<file path="src/rtl/wb_stage_if.sv">
// MEM->WB bundle: MEM-stage results in, regfile write port out.
interface wb_stage_if;
  logic        stall_mem;
  logic        stall_wb;
  logic        flush;
  logic        mem_wreg;
  logic [4:0]  mem_wd;
  logic [31:0] mem_wdata;
  logic [2:0]  mem_ld_type;
  logic [1:0]  mem_addr_lo;
  logic [31:0] mem_ld_data;
  logic [31:0] mem_rt_data;
  logic        wb_we;
  logic [4:0]  wb_waddr;
  logic [31:0] wb_wdata;

  modport master (
    output stall_mem, stall_wb, flush,
    output mem_wreg, mem_wd, mem_wdata,
    output mem_ld_type, mem_addr_lo,
    output mem_ld_data, mem_rt_data,
    input  wb_we, wb_waddr, wb_wdata
  );

  modport slave (
    input  stall_mem, stall_wb, flush,
    input  mem_wreg, mem_wd, mem_wdata,
    input  mem_ld_type, mem_addr_lo,
    input  mem_ld_data, mem_rt_data,
    output wb_we, wb_waddr, wb_wdata
  );
endinterface

</file>
<file path="src/rtl/wb_stage.sv">
// MEM/WB register with big-endian load formatter.
// UNALIGNED_LOAD_EN enables LWL/LWR merging.
module wb_stage #(
  parameter int DATA_W = 32,
  parameter int ADDR_W = 5
) (
  input logic       clk,
  input logic       rst,
  wb_stage_if.slave bus
);

  localparam logic [2:0] LD_NONE = 3'd0;
  localparam logic [2:0] LD_LB   = 3'd1;
  localparam logic [2:0] LD_LBU  = 3'd2;
  localparam logic [2:0] LD_LH   = 3'd3;
  localparam logic [2:0] LD_LHU  = 3'd4;
  localparam logic [2:0] LD_LW   = 3'd5;
  localparam logic [2:0] LD_LWL  = 3'd6;
  localparam logic [2:0] LD_LWR  = 3'd7;

  logic              we_q;
  logic [ADDR_W-1:0] waddr_q;
  logic [DATA_W-1:0] wdata_q;

  logic [7:0]        lane_b;
  logic [15:0]       lane_h;
  logic [DATA_W-1:0] fmt;
  logic              bad;
  logic [DATA_W-1:0] ld;
  logic [DATA_W-1:0] rt;
  logic [1:0]        lo;

  assign ld = bus.mem_ld_data;
  assign rt = bus.mem_rt_data;
  assign lo = bus.mem_addr_lo;

`ifndef UNALIGNED_LOAD_EN
  logic unused_rt;
  assign unused_rt = ^rt;
`endif

  always_comb begin
    lane_b = ld[31:24];
    unique case (lo)
      2'd0: lane_b = ld[31:24];
      2'd1: lane_b = ld[23:16];
      2'd2: lane_b = ld[15:8];
      2'd3: lane_b = ld[7:0];
    endcase
  end

  assign lane_h = lo[1] ? ld[15:0] : ld[31:16];

  // bad: misaligned or unsupported load; suppresses write and zeroes data
  always_comb begin
    fmt = '0;
    bad = 1'b0;
    unique case (bus.mem_ld_type)
      LD_NONE: fmt = bus.mem_wdata;
      LD_LB:   fmt = {{24{lane_b[7]}}, lane_b};
      LD_LBU:  fmt = {24'h0, lane_b};
      LD_LH: begin
        bad = lo[0];
        fmt = {{16{lane_h[15]}}, lane_h};
      end
      LD_LHU: begin
        bad = lo[0];
        fmt = {16'h0, lane_h};
      end
      LD_LW: begin
        bad = |lo;
        fmt = ld;
      end
`ifdef UNALIGNED_LOAD_EN
      LD_LWL: begin
        unique case (lo)
          2'd0: fmt = ld;
          2'd1: fmt = {ld[23:0], rt[7:0]};
          2'd2: fmt = {ld[15:0], rt[15:0]};
          2'd3: fmt = {ld[7:0], rt[23:0]};
        endcase
      end
      LD_LWR: begin
        unique case (lo)
          2'd0: fmt = {rt[31:8], ld[31:24]};
          2'd1: fmt = {rt[31:16], ld[31:16]};
          2'd2: fmt = {rt[31:24], ld[31:8]};
          2'd3: fmt = ld;
        endcase
      end
`else
      LD_LWL:  bad = 1'b1;
      LD_LWR:  bad = 1'b1;
`endif
    endcase
  end

  // flush and a MEM-only stall both insert a bubble; stall_wb alone holds
  always_ff @(posedge clk) begin
    if (rst) begin
      we_q    <= 1'b0;
      waddr_q <= '0;
      wdata_q <= '0;
    end else if (bus.flush ||
                 (bus.stall_mem && !bus.stall_wb)) begin
      we_q    <= 1'b0;
      waddr_q <= '0;
      wdata_q <= '0;
    end else if (!bus.stall_wb) begin
      we_q    <= bus.mem_wreg && (|bus.mem_wd) && !bad;
      waddr_q <= bus.mem_wd;
      wdata_q <= bad ? '0 : fmt;
    end
  end

  assign bus.wb_we    = we_q;
  assign bus.wb_waddr = waddr_q;
  assign bus.wb_wdata = wdata_q;

endmodule

</file>
<file path="src/flat_wrapper.sv">
// flat-port wrapper written by rule: the top's interface ports become plain ports
module wb_stage_flat 
#(
  parameter int DATA_W = 32,
  parameter int ADDR_W = 5
)
  (clk, rst, bus_stall_mem, bus_stall_wb, bus_flush, bus_mem_wreg, bus_mem_wd, bus_mem_wdata, bus_mem_ld_type, bus_mem_addr_lo, bus_mem_ld_data, bus_mem_rt_data, bus_wb_we, bus_wb_waddr, bus_wb_wdata);
  wb_stage_if bus_i ();
  input logic clk;
  input logic rst;
  input wire logic [$bits(bus_i.stall_mem)-1:0] bus_stall_mem;
  input wire logic [$bits(bus_i.stall_wb)-1:0] bus_stall_wb;
  input wire logic [$bits(bus_i.flush)-1:0] bus_flush;
  input wire logic [$bits(bus_i.mem_wreg)-1:0] bus_mem_wreg;
  input wire logic [$bits(bus_i.mem_wd)-1:0] bus_mem_wd;
  input wire logic [$bits(bus_i.mem_wdata)-1:0] bus_mem_wdata;
  input wire logic [$bits(bus_i.mem_ld_type)-1:0] bus_mem_ld_type;
  input wire logic [$bits(bus_i.mem_addr_lo)-1:0] bus_mem_addr_lo;
  input wire logic [$bits(bus_i.mem_ld_data)-1:0] bus_mem_ld_data;
  input wire logic [$bits(bus_i.mem_rt_data)-1:0] bus_mem_rt_data;
  output wire logic [$bits(bus_i.wb_we)-1:0] bus_wb_we;
  output wire logic [$bits(bus_i.wb_waddr)-1:0] bus_wb_waddr;
  output wire logic [$bits(bus_i.wb_wdata)-1:0] bus_wb_wdata;
  assign bus_i.stall_mem = bus_stall_mem;
  assign bus_i.stall_wb = bus_stall_wb;
  assign bus_i.flush = bus_flush;
  assign bus_i.mem_wreg = bus_mem_wreg;
  assign bus_i.mem_wd = bus_mem_wd;
  assign bus_i.mem_wdata = bus_mem_wdata;
  assign bus_i.mem_ld_type = bus_mem_ld_type;
  assign bus_i.mem_addr_lo = bus_mem_addr_lo;
  assign bus_i.mem_ld_data = bus_mem_ld_data;
  assign bus_i.mem_rt_data = bus_mem_rt_data;
  assign bus_wb_we = bus_i.wb_we;
  assign bus_wb_waddr = bus_i.wb_waddr;
  assign bus_wb_wdata = bus_i.wb_wdata;
  wb_stage #(.DATA_W(DATA_W), .ADDR_W(ADDR_W)) u_core (.clk(clk), .rst(rst), .bus(bus_i));
endmodule
</file>
<file path="config.mk">
export PLATFORM = sky130hd
export DESIGN_NAME = wb_stage_flat
export DESIGN_NICKNAME = d
export VERILOG_FILES = /design/src/rtl/wb_stage_if.sv /design/src/rtl/wb_stage.sv /design/src/flat_wrapper.sv
export SDC_FILE = /design/constraint.sdc
export NUM_CORES = 1
export LEC_CHECK = 0
export CAP_MARGIN = 20
export CORE_AREA = 2 2 91 93
export CTS_CLUSTER_SIZE = 14
export DETAILED_ROUTE_END_ITERATION = 8
export DIE_AREA = 0 0 93 95
export MAX_ROUTING_LAYER = met4
export PLACE_DENSITY = 0.77
export SLEW_MARGIN = 0
export SYNTH_ARGS = -nofsm -noshare
export SYNTH_HDL_FRONTEND = slang
export SYNTH_SLANG_ARGS = --single-unit
</file>
<file path="constraint.sdc">
create_clock -name clk -period 3.9 [get_ports clk]
set_input_delay 0.78 -clock clk [delete_from_list [all_inputs] [get_ports clk]]
set_output_delay 0.78 -clock clk [all_outputs]
set_load 0.03 [all_outputs]
</file>
==> results.md <==
* Reg2Reg Depth at 3
* P per Cell Area at ~290 nW/um^2
* Placed cells at 444
* Max-slew violations at 0
* Worst Path Arrival at just under 3 ns
* Internal at between 0.7 and 0.8 mW
* TritonRoute pass-1 iters at 5
* Hold Path Class: reg2reg
* Clock skew at 0 ns
* Post-detailed-route wirelength per cell at between 15 and 20 um
* Max VDD drop at roughly 160 uV
* Max clock buf depth at 2
* Clk network pwr share at 0.382
* Rows at 33
* Synth Flop Type: dfxtp_1
* Largest stage delay, worst path at 0.81 ns
* Logic pwr share at 0.246
* I/O Pins at 150
* Die area at around 9000 sq um
* DIE HEIGHT at around 95 um
* Final Hold Viols at 0
* Worst slew margin relative to its limit at 0.473
* Grt ovf at 0
* Top cells by area, synth: dfxtp_1, a222oi_1, a211oi_1, a21oi_1, mux2_2
* Final WS setup at about 1.1 ns
* Overall global routing resource usage at 0.199
* Clk pin slew, worst setup/hold paths at about 0.080 ns
* Synth-to-layout area growth at 59.2%
* Crit path buf inv count at 2
* Slowest cell on the critical path: and3b_1
* Root Buffer Master: clkbuf_8
* Status: finished, final reports clean
* Final wirelength at roughly 8700 um
* Leak at roughly 1.2 nW
* Crit path launch type: primary input
* Final period utilization at 0.710
* NumNets Final at between 400 and 500
* Num CTS Buffers at 5
* Crit path cell chain: clkdlybuf4s50_1 > and3b_1 > buf_4 > a22o_1 > a221oi_1 > a211oi_1
* Critical path type: in2reg
* Worst Hold Launch: u_core.bus.wb_we
* Sink Count at 38
* Register area share after synthesis at 0.331
* Worst Tran Pin Value at between 0.7 and 0.8 ns
* CTS H-Tree Depth at 2
* Overall Power at ~1.1 mW
* Minimum clock period at roughly 2.8 ns
* Worst reg2reg setup slack at about 2.9 ns
* Sequential share of power at 0.373
* Hold path cells at 2
* DR vias at around 2.6k
* Initial antenna violation count at 0
* Maxcap violations at 0
* FF+latch count, synth at 38
* Post-Route Setup TNS at 0 ns
* Post-Syn Area at about 2300 sq um
* Synthesized net count at 356
* Clk_lat worst skew at between 0.2 and 0.3 ns
* Non-Filler Instances at roughly 450
* Crit-path leading delay family: buffers and inverters
* Share of cells above drive strength 1 at 0.106
* Routability cong. at between 0.7 and 0.8
* Net switching power at 0.280 mW
* RR Endpoint: u_core.bus.wb_wdata[5]
* Hold EP: u_core.bus.wb_we
* Critical Path RT at a little over 4 ns
* Crit. End Element: register
* Residual DRC at 0
* Post-synth top area cell: dfxtp_1
* Ys async rst share at 0
* ANT cells at 0
* Initial Utilization at 0.290
* ANT nets after route at 0
* Post-CTS setup buffer count at 0
* Final setup violation count at 0
* Placement Setup Slack at approximately 0.85 ns
* Synth warn at 0
* 1st-iter DRT viols at 158
* Post_cts resized at 0
* Hpwl dp at roughly 6300 um
* Syn_area_per_cell at 9.43 sq um
* Port Buf Inserts at around 120
* Worst reg2reg path startpoint: u_core.bus.wb_wdata[5]
* Sw Share at 0.263
* EDFF count, synth at 0
* Synth Instances at approximately 240
* TritonCTS clock tree: done
* Post-synth top area share at 0.331
* Floorplan core area at between 7000 and 8000 sq um
* First-pass GRT wire length at 13500 um
* Hold_buf cts at 0
* Fmax at 361 MHz
* Vias in the first global route at around 2.6k
* Hold WS at about 0.50 ns
* RSZ-0062 raised after global routing: false
* Largest net degree at the start of global routing at 39
* CP max FO at 18
* Distinct cells, synth at 32
* Die X at around 93 um
* Drt via density at 5.70
==> cell usage in the layout (no fill, tap or decap), types with 2 or more instances in the layout <==
cell type        netlist  routed
clkdlybuf4s50_1        0     116
dfxtp_1               38      38
a21oi_1               35      35
a211oi_1              24      24
a222oi_1              19      19
mux2_2                14      14
a22o_1                11      11
o211ai_1               9       9
nor2_1                 8       8
a221oi_1               8       8
nand2b_1               8       8
a311oi_1               8       8
nand2_1                7       7
a22oi_1                6       6
buf_4                  3       6
mux2i_1                5       5
clkbuf_8               0       5
mux4_2                 3       3
inv_1                  2       2
bufinv_16              0       2
==> flip-flops by register name, indices dropped and copies added (netlist names) <==
signal,cells
u_core.bus.wb_wdata,32
u_core.bus.wb_waddr,5
u_core.bus.wb_we,1
==> cells by family (layout without fill, tap and decap cells) <==
group / count (synthesis) / after routing / share of synthesized area
compound gates: 124 / 124 / 0.408
xor+xnor: 1 / 1 / 0.00381
buf+inv: 30 / 134 / 0.0713
flops: 38 / 38 / 0.331
mux: 22 / 22 / 0.120
simple gates: 29 / 29 / 0.0669
==> cells in the mapped netlist, drive strengths merged, types with 5 or more instances <==
master / number
a211oi: 25
a21oi: 35
a221oi: 8
a222oi: 19
a22o: 12
a22oi: 6
a311oi: 8
buf: 16
clkbuf: 12
dfxtp: 38
mux2: 14
mux2i: 5
nand2: 7
nand2b: 8
nor2: 8
o211ai: 9
==> worst max path at each step <==
stage / startpoint / endpoint / slack [ns] / cells after the start
after floorplan: bus_mem_ld_type[1] / u_core.bus.wb_wdata[11] / 1.90 / 6
after global placement: bus_mem_ld_type[1] / u_core.bus.wb_wdata[3] / 0.88 / 6
after detailed placement: bus_mem_ld_type[1] / u_core.bus.wb_wdata[3] / 0.85 / 6
after CTS: bus_mem_ld_type[1] / u_core.bus.wb_wdata[3] / 1.15 / 6
after global routing: bus_mem_ld_type[0] / u_core.bus.wb_wdata[3] / 1.04 / 6
final: bus_mem_ld_type[1] / u_core.bus.wb_wdata[3] / 1.13 / 6
==> per-layer routing <==
layer  track usage  part of all wire  up-vias
li1              -                 -     1212
met1         0.252              0.44     1261
met2         0.341              0.50      102
met3        0.0335             0.058        6
met4        0.0343            0.0096        0
met5             -                 0        -
==> metrics by stage <==
step | instance area (sq um) | utilization
detailed placement | 3500 | 0.442
CTS | 3640 | 0.459
global placement | 3500 | 0.442
finish | 3660 | 0.462
global route | 3660 | 0.462
floorplan | 2300 | -
==> worst min-delay path, stage by stage, from the launching register on <==
cell     delay (ns)
dfxtp_1        0.33
nand2_1        0.06
a21oi_1        0.06
==> power by group through the flow <==
stage / sequential, mW / clock [mW] / combinational (mW)
after floorplan: 0.418 / 0 / 0.120
after global placement: 0.406 / 0 / 0.254
after detailed placement: 0.407 / 0 / 0.259
after CTS: 0.398 / 0.417 / 0.260
after global routing: 0.399 / 0.433 / 0.282
final: 0.398 / 0.407 / 0.262
==> layout make-up <==
class | count | area [sq um]
Fill cell | 785 | 4270
Timing Repair Buffer | 124 | 1230
Clock buffer | 5 | 68.8
Tap cell | 105 | 131
Inverter | 2 | 7.51
Sequential cell | 38 | 761
Clock inverter | 3 | 68.8
Multi-Input combinational cell | 176 | 1390
Note: power is estimated with default switching activity, not from simulation.
